**src/rtl/mult_exec_unit.sv**
```systemverilog
// Fixed-latency pipelined integer multiplier: RR stage for tag info, then LATENCY-1 multiply stages.
// Entries younger than a flushing branch are dropped as they advance; the output is masked the same way.
module mult_exec_unit #(
  parameter int unsigned LATENCY = 4,
  parameter int unsigned DWIDTH  = 32
) (
  input  logic              Clk,
  input  logic              Reset,
  input  logic              Iss_Mult,
  input  logic [5:0]        Iss_RdPhyAddrMul,
  input  logic [4:0]        Iss_RobTagMul,
  input  logic              Iss_RegWriteMul,
  input  logic [DWIDTH-1:0] PhyReg_MultRsData,
  input  logic [DWIDTH-1:0] PhyReg_MultRtData,
  input  logic              Cdb_Flush,
  input  logic [4:0]        Rob_TopPtr,
  input  logic [4:0]        Cdb_RobDepth,
  output logic              Mul_Done,
  output logic [DWIDTH-1:0] Mul_Out,
  output logic [5:0]        Mul_RdPhyAddr,
  output logic [4:0]        Mul_RobTag,
  output logic              Mul_RdWrite
);

  localparam int unsigned NumM  = LATENCY - 1;
  localparam int unsigned HalfW = DWIDTH / 2;

  // Stage 0 is RR; stages 1..NumM are the multiply stages, NumM drives the outputs.
  logic [NumM:0] valid_q, valid_d;
  logic [4:0]    tag_q [0:NumM];
  logic [4:0]    tag_d [0:NumM];
  logic [5:0]    rd_q  [0:NumM];
  logic [5:0]    rd_d  [0:NumM];
  logic          we_q  [0:NumM];
  logic          we_d  [0:NumM];

  // 5-bit wrap-around age relative to the ROB head.
  function automatic logic is_younger(input logic [4:0] tag, input logic [4:0] top,
                                      input logic [4:0] depth);
    logic [4:0] age;
    age = tag - top;
    return age > depth;
  endfunction

  always_comb begin
    valid_d[0] = Iss_Mult & ~(Cdb_Flush & is_younger(Iss_RobTagMul, Rob_TopPtr, Cdb_RobDepth));
    tag_d[0]   = Iss_RobTagMul;
    rd_d[0]    = Iss_RdPhyAddrMul;
    we_d[0]    = Iss_RegWriteMul;
    for (int k = 1; k <= NumM; k++) begin
      valid_d[k] = valid_q[k-1] &
                   ~(Cdb_Flush & is_younger(tag_q[k-1], Rob_TopPtr, Cdb_RobDepth));
      tag_d[k]   = tag_q[k-1];
      rd_d[k]    = rd_q[k-1];
      we_d[k]    = we_q[k-1];
    end
  end

  always_ff @(posedge Clk) begin
    if (Reset) begin
      valid_q <= '0;
      tag_q   <= '{default: '0};
      rd_q    <= '{default: '0};
      we_q    <= '{default: 1'b0};
    end else begin
      valid_q <= valid_d;
      tag_q   <= tag_d;
      rd_q    <= rd_d;
      we_q    <= we_d;
    end
  end

  // M1 holds two partial products split on the Rt halves; their sum is taken on the way out of M1.
  logic [DWIDTH-1:0] rt_lo, rt_hi;
  logic [DWIDTH-1:0] pp_lo_d, pp_hi_d, pp_lo_q, pp_hi_q;
  logic [DWIDTH-1:0] m1_sum;

  always_comb begin
    rt_lo   = DWIDTH'(PhyReg_MultRtData[HalfW-1:0]);
    rt_hi   = DWIDTH'(PhyReg_MultRtData[DWIDTH-1:HalfW]);
    pp_lo_d = PhyReg_MultRsData * rt_lo;
    pp_hi_d = (PhyReg_MultRsData * rt_hi) << HalfW;
  end

  always_ff @(posedge Clk) begin
    if (Reset) begin
      pp_lo_q <= '0;
      pp_hi_q <= '0;
    end else begin
      pp_lo_q <= pp_lo_d;
      pp_hi_q <= pp_hi_d;
    end
  end

  assign m1_sum = pp_lo_q + pp_hi_q;

  generate
    if (NumM == 1) begin : g_short
      assign Mul_Out = m1_sum;
    end else begin : g_long
      logic [DWIDTH-1:0] prod_q [2:NumM];
      logic [DWIDTH-1:0] prod_d [2:NumM];

      always_comb begin
        prod_d[2] = m1_sum;
        for (int k = 3; k <= NumM; k++) begin
          prod_d[k] = prod_q[k-1];
        end
      end

      always_ff @(posedge Clk) begin
        if (Reset) begin
          prod_q <= '{default: '0};
        end else begin
          prod_q <= prod_d;
        end
      end

      assign Mul_Out = prod_q[NumM];
    end
  endgenerate

  assign Mul_Done      = valid_q[NumM] &
                         ~(Cdb_Flush & is_younger(tag_q[NumM], Rob_TopPtr, Cdb_RobDepth));
  assign Mul_RdPhyAddr = rd_q[NumM];
  assign Mul_RobTag    = tag_q[NumM];
  assign Mul_RdWrite   = we_q[NumM];

endmodule
```
**config.mk**
```make
export PLATFORM = sky130hd
export DESIGN_NAME = mult_exec_unit
export DESIGN_NICKNAME = d
export VERILOG_FILES = /design/src/rtl/mult_exec_unit.sv
export SDC_FILE = /design/constraint.sdc
export NUM_CORES = 1
export LEC_CHECK = 0
export BUFFER_PORTS_ARGS = -buffer_cell sky130_fd_sc_hd__buf_2
export CORE_ASPECT_RATIO = 0.8
export CORE_MARGIN = 1
export CORE_UTILIZATION = 48
export CTS_CLUSTER_DIAMETER = 80
export CTS_CLUSTER_SIZE = 16
export DETAILED_ROUTE_END_ITERATION = 8
export GPL_TIMING_DRIVEN = 0
export HOLD_SLACK_MARGIN = 0.06
export PLACE_DENSITY = 0.72
export SLEW_MARGIN = 20
export SYNTH_ARGS = -nofsm -noshare
export SYNTH_HDL_FRONTEND = slang
export SYNTH_SLANG_ARGS = --single-unit
```
**constraint.sdc**
```tcl
create_clock -name Clk -period 6.6 [get_ports Clk]
set_input_delay 1.32 -clock Clk [delete_from_list [all_inputs] [get_ports Clk]]
set_output_delay 1.32 -clock Clk [all_outputs]
set_load 0.05 [all_outputs]
```
==> flow_metrics.tcl <==
set metrics [dict create \
    synth_seq_cells 164 \
    final_area_um2 25190 \
    crit_type "in2reg" \
    avgSynthCellArea_um2 9.033 \
    final_cell_mix "inv_1, fa_1, nand2_1" \
    floorplan.initialDensity 0.4857 \
    grt_pass1_wl_mm 98.01 \
    antenna_found_initial 4 \
    synth_ff_type "dfxtp_1" \
    fin_nets 3232 \
    numCtsBuffers 17 \
    rows 69 \
    clock.fmax_mhz 149.1 \
    seq_area_frac_synth 0.1523 \
    io_buffers 123 \
    drcViolationCount 0 \
    crit_arrival_ns 7.02 \
    critical_path.most_common_cell "fa_1" \
    drt-vias-per-instance 5.178 \
    die_w_um 238.9 \
    post_dp_cell_area_um2 23030 \
    synth_cell_type_count 55 \
    dr.pass1.iters 7 \
    gp_congestion 1.022 \
    hold_path.class "reg2reg" \
    syn_to_final_growth_pct 16.90 \
    clock-root-buffer "clkbuf_16" \
    coreArea_um2 44380 \
    syn_area_um2 21550 \
    wl_per_cell_um 19.50 \
    tightest_slew_ns 0.8960 \
    fillers 3917 \
    clk_path_buf_depth 2 \
    syn_nets 3040 \
    fin_cells 3197 \
    grt_pass1_vias 17500 \
    final_util 0.5678 \
    htree_num_levels 4 \
    rsz0062_at_grt "yes" \
    path_buf_inv 8 \
    worstPathRequired_ns 6.92 \
    dieArea_um2 45760 \
    multi_input_area_um2 16470 \
    dpl_worst_slack_ns -1.557 \
    slew_viol_final 0 \
    fin_ws_ns -0.1054 \
    grt_start_max_net_pins 18 \
    track_usage 0.2857 \
    crit_family "adder cells" \
    endpoint_kind "register" \
    cts_sinks 164 \
    finalHoldViolCount 0 \
    crit_chain "buf_8 -> clkbuf_16 -> buf_12 -> and2_1 -> fa_1 -> inv_1 -> fa_1 -> fa_1 -> inv_1 -> fa_1 -> fa_1 -> inv_1 -> fa_1 -> inv_2 -> ha_4 -> nand4_1 -> o21ai_2 -> nor2_2 -> buf_4 -> a311oi_4 -> nor3_2 -> o21ai_1 -> mux2_1" \
    drive_gt1_frac 0.1416 \
    critPathSlowestCell "fa_1" \
    fin_crit_ns 6.705 \
    max_stage_delay_ns 0.54 \
    maxCapViolations 0 \
    mostFrequentLayoutCell "inv_1" \
    first_iter_violations 1193 \
    cts.clk_slew.worst_paths_ns 0.07 \
    yosysWarnings 0 \
    hpwl_mm 49.89 \
    die_h_um 191.5 \
    wl_mm 62.33 \
    async_reset_ff_frac 0 \
    clk_latency_ns 0.43 \
    synthCells 2386 \
    detail-route-antenna-nets 0 \
    grt-ovfl-total 0 \
    regArea_um2 3283 \
    skew_ns 0.01246 \
    io_pins 135 \
    violations "negative setup slack" \
    start_kind "input port" \
    finalSetupViolations 2 \
    synth_edf_count 0 \
    hold_buffers 0 \
    relSlewSlack 0.4027 \
    dp.cells 3112 \
    cts_tree "yes" \
    period_share 1.016 \
    dr_total_vias 16560 \
    status "complete, but fails checks" \
    crit_path_max_fanout 10 \
]
==> sequential cells by signal (all words and copies together) (netlist names) <==
| register | flops |
|---|---|
| g_long.prod_d | 32 |
| pp_lo_q | 32 |
| we_d | 3 |
| Mul_Out | 32 |
| Mul_RdPhyAddr | 6 |
| Mul_RdWrite | 1 |
| Mul_RobTag | 5 |
| pp_hi_q | 16 |
| valid_q | 4 |
| rd_d | 18 |
| tag_d | 15 |
==> layer usage <==
layer	GRT usage	routed length, um	up-vias
met5	0	13	-
met4	0.09393	2020	2
met3	0.05848	5300	121
met2	0.4694	29140	681
met1	0.3767	25850	8260
li1	-	-	7491
==> Yosys cell counts (4+ instances only) <==
| cell | count | share of area |
|---|---|---|
| inv_1 | 469 | 0.082 |
| fa_1 | 390 | 0.36 |
| nand2_1 | 336 | 0.059 |
| and2_1 | 213 | 0.062 |
| ha_1 | 174 | 0.10 |
| dfxtp_1 | 164 | 0.15 |
| nor2b_1 | 111 | 0.032 |
| clkbuf_1 | 106 | 0.018 |
| xnor2_1 | 80 | 0.033 |
| nor2_1 | 64 | 0.011 |
| a21oi_1 | 47 | 0.011 |
| a21o_1 | 32 | 0.011 |
| xor2_1 | 32 | 0.013 |
| o21ai_0 | 31 | 0.0072 |
| nor3_1 | 22 | 0.0051 |
| o21a_1 | 19 | 0.0066 |
| nor3b_1 | 11 | 0.0038 |
| nand3_1 | 10 | 0.0023 |
| a211oi_1 | 7 | 0.0024 |
| nand2b_1 | 6 | 0.0017 |
| nand4_1 | 5 | 0.0015 |
| o211ai_1 | 5 | 0.0017 |
| a31oi_1 | 4 | 0.0012 |
| o21ai_1 | 4 | 0.00093 |
==> stage by stage <==
| step | setup TNS, ns | hold WS [ns] |
|---|---|---|
| 5_1_grt | -0.5818 | 0.4440 |
| 4_1_cts | -0.04574 | 0.4338 |
| 6_report | -0.1374 | 0.4322 |
| 2_1_floorplan | -0.01372 | 0.4138 |
| 3_3_place_gp | -19.91 | 0.4171 |
| 3_5_place_dp | -21.11 | 0.4204 |
==> worst paths after layout <==
| kind | start | endpoint | slack (ns) | depth (start not counted) |
|---|---|---|---|---|
| hold / removal | g_long.prod_d[12] | Mul_Out[12] | 0.43 | 1 |
| setup reg to reg | pp_lo_q[16] | g_long.prod_d[30] | 3.54 | 11 |
| hold reg to reg | g_long.prod_d[12] | Mul_Out[12] | 0.43 | 1 |
| setup / recovery | PhyReg_MultRtData[4] | pp_lo_q[30] | -0.11 | 23 |
==> cell families (layout without fill, tap and decap cells) <==
| logic type | count (synthesis) | in the layout | synth area share |
|---|---|---|---|
| xor gates and xnor gates | 112 | 112 | 0.04552 |
| buffers and inverters | 577 | 782 | 0.1006 |
| muxes | 2 | 2 | 0.0009869 |
| other | 0 | 3 | 0 |
| adders and majority gates | 564 | 564 | 0.4633 |
| DFF | 164 | 164 | 0.1523 |
| AOI/OAI and AO/OA | 175 | 175 | 0.05422 |
| and+or+nand+nor | 792 | 792 | 0.1831 |
==> repair_timing <==
action | in CTS | in global routing
gates resized for setup | 245 | 73
pin swaps | 51 | 39
setup buffers | 51 | 6
setup endpoints to repair | 18 | 12
gates cloned | 0 | 0
==> cell type report <==
cell class / instances / share of cell area
buffer: 101 / 0.04460
tap: 603 / 0.02995
multi-input combinational: 1645 / 0.6539
clock buffer: 17 / 0.01689
timing repair buffer: 180 / 0.04882
sequential: 164 / 0.1303
inverter: 469 / 0.06987
clock inverter: 15 / 0.005413
antenna: 3 / 0.0002980
Power is left out: the tool's default activity adds up to more than one toggle a clock period on the data nets, which glitch-free logic cannot reach.
